## src/rtl/cpu64_l2_probe_sched.sv

```systemverilog
// Probe scheduler for the L2 coherence controller: issues one B-channel Probe per targeted
// core in ascending core-ID order and collects the C-channel acks, with an ack watchdog.
module cpu64_l2_probe_sched #(
   parameter  int CORES     = 4,
   parameter  int ADDR_W    = 64,
   parameter  int TIMEOUT_W = 10,
   localparam int CID_W     = (CORES > 1) ? $clog2(CORES) : 1
) (
   input  logic              clk_i,
   input  logic              rst_ni,
   input  logic              start_i,
   input  logic [CORES-1:0]  start_mask_i,
   input  logic [ADDR_W-1:0] start_addr_i,
   input  logic [1:0]        start_param_i,
   output logic              busy_o,
   output logic              done_o,
   output logic              timeout_o,
   output logic              any_dirty_o,
   output logic              err_o,
   output logic [CORES-1:0]  pending_o,
   output logic [2:0]        b_opcode_o,
   output logic [1:0]        b_param_o,
   output logic [ADDR_W-1:0] b_address_o,
   output logic [CID_W-1:0]  b_dest_o,
   output logic              b_valid_o,
   input  logic              b_ready_i,
   input  logic              ack_valid_i,
   input  logic [CID_W-1:0]  ack_id_i,
   input  logic              ack_data_i
);

   typedef enum logic [1:0] {
      ST_IDLE,
      ST_ISSUE,
      ST_WAIT_ACK,
      ST_DONE
   } state_t;

   state_t              state_reg, state_next;
   logic [CORES-1:0]    to_send_reg, to_send_next;
   logic [CORES-1:0]    pending_reg, pending_next;
   logic [ADDR_W-1:0]   addr_reg, addr_next;
   logic [1:0]          param_reg, param_next;
   logic [CID_W-1:0]    dest_reg, dest_next;
   logic [TIMEOUT_W-1:0] wdog_reg, wdog_next;
   logic                any_dirty_reg, any_dirty_next;
   logic                err_reg, err_next;
   logic                timeout_comb;

   logic [CORES-1:0]    ack_hit;
   logic [CORES-1:0]    dest_dec;
   logic [CORES-1:0]    pending_acked;
   logic                ack_good;
   logic                ack_bad;
   logic                handshake;

   // An ack is only legal from a core that has been probed and has not yet answered.
   generate
      for (genvar gi = 0; gi < CORES; gi++) begin : g_core
         assign ack_hit[gi]  = ack_valid_i && (ack_id_i == CID_W'(gi)) &&
                               pending_reg[gi] && !to_send_reg[gi];
         assign dest_dec[gi] = (dest_reg == CID_W'(gi));
      end
   endgenerate

   assign ack_good      = |ack_hit;
   assign ack_bad       = ack_valid_i && !ack_good;
   assign pending_acked = pending_reg & ~ack_hit;
   assign handshake     = (state_reg == ST_ISSUE) && b_ready_i;

   function automatic logic [CID_W-1:0] lowest_idx(input logic [CORES-1:0] m);
      lowest_idx = '0;
      for (int i = CORES - 1; i >= 0; i--) begin
         if (m[i]) lowest_idx = CID_W'(i);
      end
   endfunction

   always_comb begin
      state_next     = state_reg;
      to_send_next   = to_send_reg;
      pending_next   = pending_reg;
      addr_next      = addr_reg;
      param_next     = param_reg;
      dest_next      = dest_reg;
      wdog_next      = wdog_reg;
      any_dirty_next = any_dirty_reg;
      err_next       = err_reg;
      timeout_comb   = 1'b0;

      case (state_reg)
         ST_IDLE: begin
            if (start_i) begin
               addr_next      = start_addr_i;
               param_next     = start_param_i;
               to_send_next   = start_mask_i;
               pending_next   = start_mask_i;
               dest_next      = lowest_idx(start_mask_i);
               wdog_next      = '0;
               any_dirty_next = 1'b0;
               err_next       = 1'b0;
               state_next     = (start_mask_i == '0) ? ST_DONE : ST_ISSUE;
            end
         end

         ST_ISSUE: begin
            pending_next   = pending_acked;
            any_dirty_next = any_dirty_reg | (ack_good && ack_data_i);
            err_next       = err_reg | ack_bad;
            if (ack_valid_i) wdog_next = '0;
            if (handshake) begin
               to_send_next = to_send_reg & ~dest_dec;
               dest_next    = lowest_idx(to_send_reg & ~dest_dec);
               if ((to_send_reg & ~dest_dec) == '0) begin
                  wdog_next  = '0;
                  state_next = (pending_acked == '0) ? ST_DONE : ST_WAIT_ACK;
               end
            end
         end

         ST_WAIT_ACK: begin
            pending_next   = pending_acked;
            any_dirty_next = any_dirty_reg | (ack_good && ack_data_i);
            err_next       = err_reg | ack_bad;
            if (pending_acked == '0) begin
               state_next = ST_DONE;
            end else if (ack_valid_i) begin
               wdog_next = '0;
            end else if (wdog_reg == '1) begin
               // Watchdog expiry abandons the round without a done pulse.
               timeout_comb = 1'b1;
               pending_next = '0;
               state_next   = ST_IDLE;
            end else begin
               wdog_next = wdog_reg + TIMEOUT_W'(1);
            end
         end

         ST_DONE: begin
            state_next = ST_IDLE;
         end

         default: begin
            state_next = ST_IDLE;
         end
      endcase
   end

   always_ff @(posedge clk_i or negedge rst_ni) begin
      if (!rst_ni) begin
         state_reg     <= ST_IDLE;
         to_send_reg   <= '0;
         pending_reg   <= '0;
         addr_reg      <= '0;
         param_reg     <= '0;
         dest_reg      <= '0;
         wdog_reg      <= '0;
         any_dirty_reg <= 1'b0;
         err_reg       <= 1'b0;
      end else begin
         state_reg     <= state_next;
         to_send_reg   <= to_send_next;
         pending_reg   <= pending_next;
         addr_reg      <= addr_next;
         param_reg     <= param_next;
         dest_reg      <= dest_next;
         wdog_reg      <= wdog_next;
         any_dirty_reg <= any_dirty_next;
         err_reg       <= err_next;
      end
   end

   assign busy_o      = (state_reg != ST_IDLE);
   assign done_o      = (state_reg == ST_DONE);
   assign timeout_o   = timeout_comb;
   assign any_dirty_o = any_dirty_reg;
   assign err_o       = err_reg;
   assign pending_o   = pending_reg;
   assign b_opcode_o  = 3'd6;
   assign b_param_o   = param_reg;
   assign b_address_o = addr_reg;
   assign b_dest_o    = dest_reg;
   assign b_valid_o   = (state_reg == ST_ISSUE);

endmodule

```

## config.mk

```make
export PLATFORM = sky130hd
export DESIGN_NAME = cpu64_l2_probe_sched
export DESIGN_NICKNAME = d
export VERILOG_FILES = /design/src/rtl/cpu64_l2_probe_sched.sv
export SDC_FILE = /design/constraint.sdc
export NUM_CORES = 1
export LEC_CHECK = 0
export CORE_MARGIN = 3
export CORE_UTILIZATION = 38
export CTS_CLUSTER_SIZE = 10
export DETAILED_ROUTE_END_ITERATION = 12
export GPL_TIMING_DRIVEN = 0
export PLACE_DENSITY = 0.68
export SLEW_MARGIN = 0
export SYNTH_ARGS = -nofsm -noshare
export SYNTH_HDL_FRONTEND = slang
export SYNTH_SLANG_ARGS = --single-unit
```

## constraint.sdc

```tcl
create_clock -name clk_i -period 2.3 [get_ports clk_i]
set_clock_uncertainty 0.05 [all_clocks]
set_input_delay 0.46 -clock clk_i [delete_from_list [all_inputs] [get_ports clk_i]]
set_output_delay 0.46 -clock clk_i [all_outputs]
set_load 0.05 [all_outputs]
```

==> flow_summary.json <==
{
  "status": "finished with violations",
  "violations": "setup timing",
  "fin_area_mm2": 0.006246,
  "ys_types": 55,
  "num_antenna_cells": 0,
  "finalSetupViolCount": 1,
  "cp-start-kind": "input port",
  "end_kind": "primary output",
  "setup_slack_ns": -0.1492,
  "slew_headroom_pct": 62.89,
  "slowest_stage": "or4b_4",
  "clkLatencyLatePin_ns": 0.35,
  "dpl.hpwl_mm": 8.208,
  "grt_pass1_vias": 3571,
  "synth_warnings": 0,
  "cts_sinks": 90,
  "place_area_mm2": 0.005933,
  "netlist_top_cells_area": "dfrtp_1 54%, mux2_2 18%, o21ai_0 3.0%",
  "dp_cells": 635,
  "die-area_mm2": 0.01229,
  "crit_fanout": 8,
  "cts_buffers": 9,
  "slew_viol_final": 0,
  "cts_tree": "done",
  "cts_buffer_depth": 2,
  "netlist.area_leader.share_pct": 53.89,
  "drive_gt1_share_pct": 25.38,
  "antenna_found_initial": 0,
  "htreeDepth": 3,
  "p_leak_nw": 2.633,
  "core_mm2": 0.01051,
  "numPortBuffers": 155,
  "firstDrtPassIters": 4,
  "die_w_um": 110.9,
  "yosys.area.top_type": "dfrtp_1",
  "ys_async_sr_fraction_pct": 100.0,
  "root_buffer": "clkbuf_8",
  "wl_per_cell_um": 16.68,
  "grt.overflow.total": 0,
  "syn-cell-area_mm2": 0.004179,
  "crit_chain": "dlygate4sd2_1 > or4b_4 > a22oi_4 > and2_4 > nor2_1 > buf_6",
  "totalWireLength_mm": 11.01,
  "p_per_area_mw_per_mm2": 1646,
  "hold_class": "reg -> reg",
  "initial_utilization_pct": 39.77,
  "worst_pin_slew_ns": 0.5549,
  "grt_max_degree": 67,
  "grt_usage_pct": 18.01,
  "drtAntennaViolNets": 0,
  "synth-seq-cells": 90,
  "rsz0062_at_grt": "yes",
  "critPathTopFamily": "simple AND/OR/NAND/NOR gates",
  "syn_to_final_growth_pct": 49.46,
  "drc_errors": 0,
  "synth_cells": 342,
  "gp_congestion": 0.8261,
  "yosysSeqAreaShare_pct": 53.89,
  "rows": 37,
  "peakVddDrop_uv": 1014,
  "final.min_clock_period_ns": 2.449,
  "synth-main-ff-cell": "dfrtp_1",
  "grt_first_pass_wirelength_mm": 18.11,
  "initialDrtViolationCount": 204,
  "crit_buf_inv": 2,
  "clkTransAtPathRegs_ns": 0.09,
  "synth-edff-count": 0,
  "max_cap_violations": 0,
  "tns_ns": -0.1492,
  "syn_area_per_cell_um2": 12.22,
  "largest_register_ffs": 64,
  "hold_violations": 0,
  "viasPerCell": 5.173,
  "fp.dieH_um": 110.9,
  "cp_slowest_stage_delay_ns": 0.57,
  "nFillCells": 914,
  "cp_data_required_time_ns": 1.79,
  "crit_type": "in -> out",
  "critPathArrivalTime_ns": 1.94,
  "stdcell_count": 660,
  "io-pin-count": 159,
  "via_count": 3414,
  "layout_worst_path_cycle_share_pct": 106.5,
  "fmax_mhz": 408.3,
  "nNetsFinal": 604
}
## routing by layer
layer  global-route usage [%]  share of wire [%]
met1                    21.82                 41
met2                    30.06                 49
met3                    7.260                8.7
met4                    4.351                1.2
met5                        0                  0
## metrics by stage
step	utilization (%)	setup slack, ns	power (mW)	hold WS (ns)
2_1_floorplan	-	-0.01135	6.992	0.1144
3_3_place_gp	56.22	-2.750	8.986	0.4367
3_5_place_dp	56.46	-1.018	9.071	0.3547
4_1_cts	58.47	-0.2363	10.25	0.4637
5_1_grt	59.44	-0.1709	10.85	0.4837
6_report	59.44	-0.1492	10.28	0.4606
## Yosys cell counts, types with 3 or more instances
master	instances
dfrtp_1	90
o211ai_1	4
o32ai_1	3
and3_1	4
nand3_1	7
mux2i_1	3
a21oi_1	14
nand2_1	24
o31ai_1	4
mux2_2	67
nor3b_1	3
or2_2	3
inv_1	10
ha_1	7
clkbuf_1	13
nor2_1	9
nand2b_1	6
buf_4	3
o21ai_0	25
## cell families after synthesis
group | count (synthesis) | share of synthesized area, %
compound gates | 73 | 12.61
other cells | 2 | 0.1797
buf+inv | 27 | 2.725
simple gates | 73 | 9.731
flops | 90 | 53.89
fa+ha+maj | 7 | 2.096
mux | 70 | 18.77
## repair_timing
item / CTS / global route
hold endpoints to repair: 24 / 0
setup endpoints to repair: 56 / 57
pin swaps: 0 / 7
gates resized for setup: 21 / 23
hold buffers: 1 / 0
buffers inserted: 0 / 11
## final timing paths
kind                       slack [ns]  cells after the start                          end                   startpoint
hold / removal                   0.46                      1  b_address_o[26]$_DFFE_PN0P_  b_address_o[26]$_DFFE_PN0P_
setup / recovery                -0.15                      6                    timeout_o                  ack_id_i[1]
max in group asynchronous        1.05                      3   b_address_o[2]$_DFFE_PN0P_                       rst_ni
setup reg to reg                 0.06                      8      wdog_reg[4]$_DFFE_PN0P_      wdog_reg[1]$_DFFE_PN0P_
min in group asynchronous        0.50                      2     state_reg[0]$_DFFE_PN0P_                       rst_ni
hold reg to reg                  0.46                      1  b_address_o[26]$_DFFE_PN0P_  b_address_o[26]$_DFFE_PN0P_
## power breakdown
group          total [mW]  switching (mW)  internal [mW]
clock network        1.13           0.608          0.518
registers            2.75           0.453           2.30
logic                6.40            3.99           2.41
## cell type report
type / count / area [um^2] / share of cell area, %
sequential: 90 / 2252 / 36.06
multi-input combinational: 226 / 1853 / 29.67
timing repair buffer: 168 / 1655 / 26.50
tap: 136 / 170.2 / 2.724
clock buffer: 10 / 127.6 / 2.043
buffer: 14 / 75.07 / 1.202
clock inverter: 6 / 71.32 / 1.142
inverter: 10 / 41.29 / 0.6611
## cells in the final DEF (no fill, tap or decap), types with 2 or more instances in the layout
master / instances
a21oi_1: 14
a31oi_1: 2
dfrtp_1: 90
o32ai_1: 3
o21ai_0: 25
mux2_2: 67
clkbuf_2: 7
o22ai_1: 2
nor2_2: 2
a22oi_4: 2
nand4bb_1: 2
clkdlybuf4s50_1: 147
o211ai_1: 4
inv_6: 2
clkbuf_8: 9
nor2_1: 7
o31ai_1: 4
mux2i_1: 3
buf_2: 2
buf_4: 15
or2_2: 3
nor3_1: 2
clkbuf_1: 5
ha_1: 4
nand2_1: 24
nand2b_1: 6
clkinvlp_4: 2
nand3_1: 6
conb_1: 3
and3_1: 3
nor3b_1: 3
dlygate4sd2_1: 2
inv_1: 8
ha_2: 3
Note: power is estimated with default switching activity, not from simulation.
